`config.mk`:
```
export PLATFORM = sky130hd
export DESIGN_NAME = parity_check_arbiter_flat
export DESIGN_NICKNAME = d
export VERILOG_FILES = /design/src/rtl/parity_check_arbiter_if.sv /design/src/rtl/parity_check_arbiter.sv /design/src/flat_wrapper.sv
export SDC_FILE = /design/constraint.sdc
export NUM_CORES = 1
export LEC_CHECK = 0
export ABC_AREA = 1
export CAP_MARGIN = 20
export CORE_UTILIZATION = 45
export DETAILED_ROUTE_END_ITERATION = 10
export PLACE_DENSITY = 0.78
export SYNTH_ARGS = -nofsm -noshare
export SYNTH_HDL_FRONTEND = slang
export SYNTH_SLANG_ARGS = --single-unit
```
`constraint.sdc`:
```
create_clock -name clk -period 2.6 [get_ports clk]
set_input_delay 0.39 -clock clk [delete_from_list [all_inputs] [get_ports clk]]
set_output_delay 0.39 -clock clk [all_outputs]
set_load 0.05 [all_outputs]
```
`src/rtl/parity_check_arbiter_if.sv`:
```
// Request/result handshake bundle for the shared parity checker.
// The master side produces requests and consumes results.
interface parity_check_arbiter_if #(
  parameter int N_REQ  = 4,
  parameter int DATA_W = 8
);
  localparam int ID_W = $clog2(N_REQ);

  logic [N_REQ-1:0]        req_valid;
  logic [N_REQ*DATA_W-1:0] req_data;
  logic [N_REQ-1:0]        req_parity;
  logic [N_REQ-1:0]        req_ready;
  logic                    res_valid;
  logic                    res_ready;
  logic [ID_W-1:0]         res_id;
  logic                    res_error;

  modport master (
    output req_valid, req_data, req_parity, res_ready,
    input  req_ready, res_valid, res_id, res_error
  );

  modport slave (
    input  req_valid, req_data, req_parity, res_ready,
    output req_ready, res_valid, res_id, res_error
  );
endinterface

```
`src/rtl/parity_check_arbiter.sv`:
```
// Round-robin shared even-parity checker with tagged results
// and a saturating, clearable error counter.
module parity_check_arbiter #(
  parameter int N_REQ  = 4,
  parameter int DATA_W = 8,
  parameter int CNT_W  = 8
) (
  input  logic                 clk,
  input  logic                 rst,
  parity_check_arbiter_if.slave bus,
  input  logic                 clear_count,
  output logic [CNT_W-1:0]     err_count,
  output logic                 busy
);
  localparam int ID_W = $clog2(N_REQ);

  typedef enum logic [1:0] {
    IDLE,
    CHECK,
    RESULT
  } state_e;

  state_e              state_q, state_d;
  logic [ID_W-1:0]     last_q, last_d;
  logic [ID_W-1:0]     gid_q, gid_d;
  logic [DATA_W-1:0]   data_q, data_d;
  logic                par_q, par_d;
  logic                res_valid_q, res_valid_d;
  logic [ID_W-1:0]     res_id_q, res_id_d;
  logic                res_error_q, res_error_d;
  logic [CNT_W-1:0]    cnt_q, cnt_d;

  logic                found;
  logic [ID_W-1:0]     gnt_id;
  logic [ID_W-1:0]     cand;
  logic [N_REQ-1:0]    ready_c;
  logic                inc;

  // First valid requester after last_grant, wrapping modulo N_REQ.
  always_comb begin
    found  = 1'b0;
    gnt_id = '0;
    cand   = '0;
    for (int k = 1; k <= N_REQ; k++) begin
      cand = ID_W'((int'(last_q) + k) % N_REQ);
      if (!found && bus.req_valid[cand]) begin
        found  = 1'b1;
        gnt_id = cand;
      end
    end
  end

  always_comb begin
    ready_c = '0;
    if (!rst && state_q == IDLE && found) begin
      ready_c[gnt_id] = 1'b1;
    end
  end

  always_comb begin
    state_d     = state_q;
    last_d      = last_q;
    gid_d       = gid_q;
    data_d      = data_q;
    par_d       = par_q;
    res_valid_d = res_valid_q;
    res_id_d    = res_id_q;
    res_error_d = res_error_q;
    inc         = 1'b0;
    unique case (state_q)
      IDLE: begin
        if (found) begin
          gid_d   = gnt_id;
          last_d  = gnt_id;
          data_d  = bus.req_data[int'(gnt_id)*DATA_W +: DATA_W];
          par_d   = bus.req_parity[gnt_id];
          state_d = CHECK;
        end
      end
      CHECK: begin
        res_error_d = ^{par_q, data_q};
        res_id_d    = gid_q;
        res_valid_d = 1'b1;
        state_d     = RESULT;
      end
      RESULT: begin
        if (bus.res_ready) begin
          res_valid_d = 1'b0;
          inc         = res_error_q;
          state_d     = IDLE;
        end
      end
      default: state_d = IDLE;
    endcase
  end

  // Clear has priority over a same-cycle increment.
  always_comb begin
    cnt_d = cnt_q;
    if (clear_count) begin
      cnt_d = '0;
    end else if (inc && cnt_q != {CNT_W{1'b1}}) begin
      cnt_d = cnt_q + CNT_W'(1);
    end
  end

  always_ff @(posedge clk or posedge rst) begin
    if (rst) begin
      state_q     <= IDLE;
      last_q      <= ID_W'(N_REQ - 1);
      gid_q       <= '0;
      data_q      <= '0;
      par_q       <= 1'b0;
      res_valid_q <= 1'b0;
      res_id_q    <= '0;
      res_error_q <= 1'b0;
      cnt_q       <= '0;
    end else begin
      state_q     <= state_d;
      last_q      <= last_d;
      gid_q       <= gid_d;
      data_q      <= data_d;
      par_q       <= par_d;
      res_valid_q <= res_valid_d;
      res_id_q    <= res_id_d;
      res_error_q <= res_error_d;
      cnt_q       <= cnt_d;
    end
  end

  assign bus.req_ready = ready_c;
  assign bus.res_valid = res_valid_q;
  assign bus.res_id    = res_id_q;
  assign bus.res_error = res_error_q;
  assign err_count     = cnt_q;
  assign busy          = (state_q != IDLE);

endmodule
```
`src/flat_wrapper.sv`:
```
// flat-port wrapper written by rule: the top's interface ports become plain ports
module parity_check_arbiter_flat 
#(
  parameter int N_REQ  = 4,
  parameter int DATA_W = 8,
  parameter int CNT_W  = 8
)
  (clk, rst, clear_count, err_count, busy, bus_req_valid, bus_req_data, bus_req_parity, bus_res_ready, bus_req_ready, bus_res_valid, bus_res_id, bus_res_error);
  parity_check_arbiter_if #(.N_REQ(N_REQ), .DATA_W(DATA_W)) bus_i ();
  input  logic clk;
  input  logic rst;
  input  logic clear_count;
  output logic [CNT_W-1:0] err_count;
  output logic busy;
  input wire logic [$bits(bus_i.req_valid)-1:0] bus_req_valid;
  input wire logic [$bits(bus_i.req_data)-1:0] bus_req_data;
  input wire logic [$bits(bus_i.req_parity)-1:0] bus_req_parity;
  input wire logic [$bits(bus_i.res_ready)-1:0] bus_res_ready;
  output wire logic [$bits(bus_i.req_ready)-1:0] bus_req_ready;
  output wire logic [$bits(bus_i.res_valid)-1:0] bus_res_valid;
  output wire logic [$bits(bus_i.res_id)-1:0] bus_res_id;
  output wire logic [$bits(bus_i.res_error)-1:0] bus_res_error;
  assign bus_i.req_valid = bus_req_valid;
  assign bus_i.req_data = bus_req_data;
  assign bus_i.req_parity = bus_req_parity;
  assign bus_i.res_ready = bus_res_ready;
  assign bus_req_ready = bus_i.req_ready;
  assign bus_res_valid = bus_i.res_valid;
  assign bus_res_id = bus_i.res_id;
  assign bus_res_error = bus_i.res_error;
  parity_check_arbiter #(.N_REQ(N_REQ), .DATA_W(DATA_W), .CNT_W(CNT_W)) u_core (.clk(clk), .rst(rst), .bus(bus_i), .clear_count(clear_count), .err_count(err_count), .busy(busy));
endmodule
```
==> metrics.md, run 1 <==
| Metric | Value |
|---|---|
| Status | `finished with violations` |
| Failing checks | `setup timing` |
| Cell mode on critical path | `nand2_4` |
| Min Tclk post-route | `2.638 ns` |
| Fillers | `324` |
| Floorplan die area | `4490 um2` |
| Final Net Count | `399` |
| Final ANT Viol Nets | `0` |
| Post-CTS Hold Fix Bufs | `0` |
| Placed Instances | `391` |
| Synth warn | `0` |
| Diode count | `0` |
| Number of enable flip-flop cells after synthesis | `0` |
| Final worst setup slack | `-0.03843 ns` |
| Syn Inst Count | `281` |
| Hold Path Cell Cnt | `2` |
| CP Cell Sequence | `clkinv_4 -> buf_6 -> nand2_4 -> nand2_4 -> o21ai_4 -> nand3b_1 -> nand2_2 -> inv_2 -> nand2_4 -> nor3_4 -> buf_12` |
| Number of CTS-inserted buffers | `3` |
| WL per Instance | `11.94 um` |
| Vias per cell | `5.022` |
| Max Clock Freq | `0.3790 GHz` |
| Post-synth ARST share | `100.0%` |
| Register area | `678.2 um2` |
| Clock Tree Root | `clkbuf_8` |
| R2R setup slack | `0.36 ns` |
| Clock Latency Late Sink | `0.27 ns` |
| Worst-path maximum fanout | `6` |
| HPWL Detailed | `3361 um` |
| Register bit total from synthesis | `27` |
| Total of max-cap violations | `0` |
| Clock transition at path regs | `0.09 ns` |
| # DRC | `0` |
| Slowest CP cell | `dfstp_2` |
| Pwr Density | `1436 nW/um2` |
| Final Hold Vio Count | `0` |
| RSZ-0062 raised after global routing | `true` |
| # rows | `23` |
| Syn Std Cell Area | `1902 um2` |
| Critical Path Start | `u_core.last_q[0]` |
| Hold path startpoint | `u_core.bus.res_id[1]` |
| Final period utilization | `101.5%` |
| DRT iter0 DRCs | `114` |
| Post-synthesis sequential area ratio | `35.66%` |
| CP delay by family, top | `simple AND/OR/NAND/NOR gates` |
| Via count | `2024` |
| Cells on worst reg2reg path | `17` |
| GRT Resource Usage Total | `20.71%` |
| Final Instance Count excl. Fillers | `403` |
| Post-synthesis net count | `326` |
| Critical path endpoint category | `output pin` |
| Syn avg cell area | `6.768 um2` |
| Max IR drop VDD | `0.9774 mV` |
| Initial antenna violation count | `0` |
| FF-to-FF End | `u_core.data_q[2]` |
| Global route total overflow | `0` |
| P&R area growth vs syn | `50.72%` |
| Critical Path AT | `2.25 ns` |
| Die Width | `67.01 um` |
| WP buf/inv | `4` |
| Gpl congestion | `0.8693` |
| I/O Pins | `61` |
| Pins over their slew limit | `0` |
| WS Path Type | `reg -> out` |
| Count of input and output buffers | `60` |
| Post-synth top area share | `32.89%` |
| Multi-input gate area | `1197 um2` |
| Worst-Margin Slew | `0.5043 ns` |
| Clk_skew | `0.004557 ns` |
| Chip height | `67.01 um` |
| Most frequent cells after synthesis | `nand2_1, nand3_1, dfrtp_1` |
| Pre-CTS worst setup slack | `0.06087 ns` |
| Synth top area cells | `dfrtp_1, nand2_1, nand3_1` |
| Worst relative slew slack | `66.28%` |
| CP Data Required Time | `2.21 ns` |
| Top-count cell post-synth | `nand2_1` |
| Endpoints failing setup | `4` |
| Worst r2r src | `u_core.last_q[0]` |
| Layout cell share with drive strength beyond 1 | `20.40%` |
| Worst min path class | `reg -> reg` |
| CTS sink count | `27` |
| H-tree levels | `1` |
| Setup crit start kind | `flip-flop` |
| Initial core utilization | `47.20%` |
| Synth area leader | `dfrtp_1` |
| Routed WL | `4812 um` |
| Clock Path Buffers | `2` |
| Ys flop type | `dfrtp_1` |
| Vias in the first global route | `1740` |
| Leak pwr | `1.393 nW` |
| Count of cell types in the netlist | `31` |
| Largest stage delay on the critical path | `0.62 ns` |
| Largest net degree at the start of global routing | `28` |
| Worst hold path endpoint | `u_core.bus.res_id[1]` |
| Core area | `4029 um2` |
| Global-route wire length before repair | `7231 um` |
| Number of detailed-routing iterations run before antenna repair | `5` |
| Power Total | `4.115 mW` |
| TritonCTS clock tree | `built` |
## metrics by stage
| stage | cell area (um2) | hold slack, ns | setup TNS (ns) | utilization [%] |
|---|---|---|---|---|
| 2_1_floorplan | 1922 | 0.4497 | -0.1254 | - |
| 3_3_place_gp | 2624 | 0.4684 | 0 | 65.12 |
| 3_5_place_dp | 2624 | 0.4810 | 0 | 65.12 |
| 4_1_cts | 2684 | 0.5021 | 0 | 66.61 |
| 5_1_grt | 2867 | 0.5308 | -0.4694 | 71.15 |
| 6_report | 2867 | 0.5003 | -0.1075 | 71.15 |
## placed cells by master, fill, tap and decap left out, types with 2 or more instances in the layout
cell and count:
a21oi_1 2, buf_12 4, buf_4 12, buf_6 3, clkbuf_8 3, clkdlybuf4s50_1 56, dfrtp_1 25, dfstp_2 2
inv_1 16, inv_2 4, nand2_1 109, nand2_2 23, nand2_4 7, nand3_1 26, nand3_2 2, nand4_1 3
nor2_1 10, nor3_1 2, nor3_4 4, o21a_1 2, o21ai_0 13, xnor2_1 5, xor2_1 5
## per-layer routing
layer / track usage, % / share of wire, % / up-vias / routed length, um
met5: 0 / 0 / - / 0
met3: 1.541 / 4.4 / 11 / 210
met1: 28.03 / 45 / 920 / 2179
met4: 7.181 / 1.9 / 0 / 91
met2: 34.25 / 48 / 65 / 2331
li1: - / - / 1028 / -
## logic make-up (layout without fill, tap and decap cells)
group / after synthesis / in the layout / synth area share (%)
flops: 27 / 27 / 35.66
buf+inv: 31 / 103 / 7.762
simple gates: 190 / 190 / 44.41
fa+ha+maj: 1 / 1 / 0.6578
xor+xnor: 10 / 10 / 4.605
compound gates: 22 / 22 / 6.908
## flip-flops by register name, summed over array words and instances (netlist names)
register              cells
u_core.data_q             8
u_core.err_count          8
u_core.bus.res_id         2
u_core.gid_q              2
u_core.last_q             2
u_core.state_q            2
u_core.bus.res_error      1
u_core.bus.res_valid      1
u_core.par_q              1
## worst min-delay path: stages (launching register included)
cell and delay (ns):
dfrtp_1 0.36, nand2_1 0.05, o21ai_0 0.06
## repair_timing
| action | CTS | global route |
|---|---|---|
| gates resized for setup | 4 | 33 |
| setup buffers | 0 | 8 |
| pin swaps | 0 | 15 |
| setup endpoints to repair | 2 | 4 |
## where the power goes
part | internal, mW | switching (mW)
Sequential | 0.595 | 0.131
Combinational | 1.23 | 1.92
Clock | 0.110 | 0.129
Total | 1.93 | 2.18
## cell type report
cell class | instances | share of cell area (%)
Multi-Input combinational cell | 223 | 41.77
Timing Repair Buffer | 76 | 27.54
Sequential cell | 27 | 23.66
Inverter | 23 | 3.274
Tap cell | 50 | 2.182
Clock buffer | 4 | 1.571
## how the worst max path moves through the flow
stage                       endpoint  slack [ns]  cells after the start
global placement    bus_req_ready[2]        0.12                     13
finish              bus_req_ready[3]       -0.04                     11
CTS                 bus_req_ready[2]       0.009                     10
detailed placement  bus_req_ready[2]        0.06                     12
global route        bus_req_ready[2]       -0.13                     11
floorplan           bus_req_ready[2]       -0.05                     11
No activity file was read; power rests on OpenSTA's default activity.
==> run 2: changes to the inputs <==
--- a/config.mk
+++ b/config.mk
@@ -10,6 +10,7 @@
 export CORE_UTILIZATION = 45
 export DETAILED_ROUTE_END_ITERATION = 10
 export PLACE_DENSITY = 0.78
+export SLEW_MARGIN = 25
 export SYNTH_ARGS = -nofsm -noshare
 export SYNTH_HDL_FRONTEND = slang
 export SYNTH_SLANG_ARGS = --single-unit
==> results of run 2 <==
No change in the layout: final DEF, timing and power equal those of run 1.
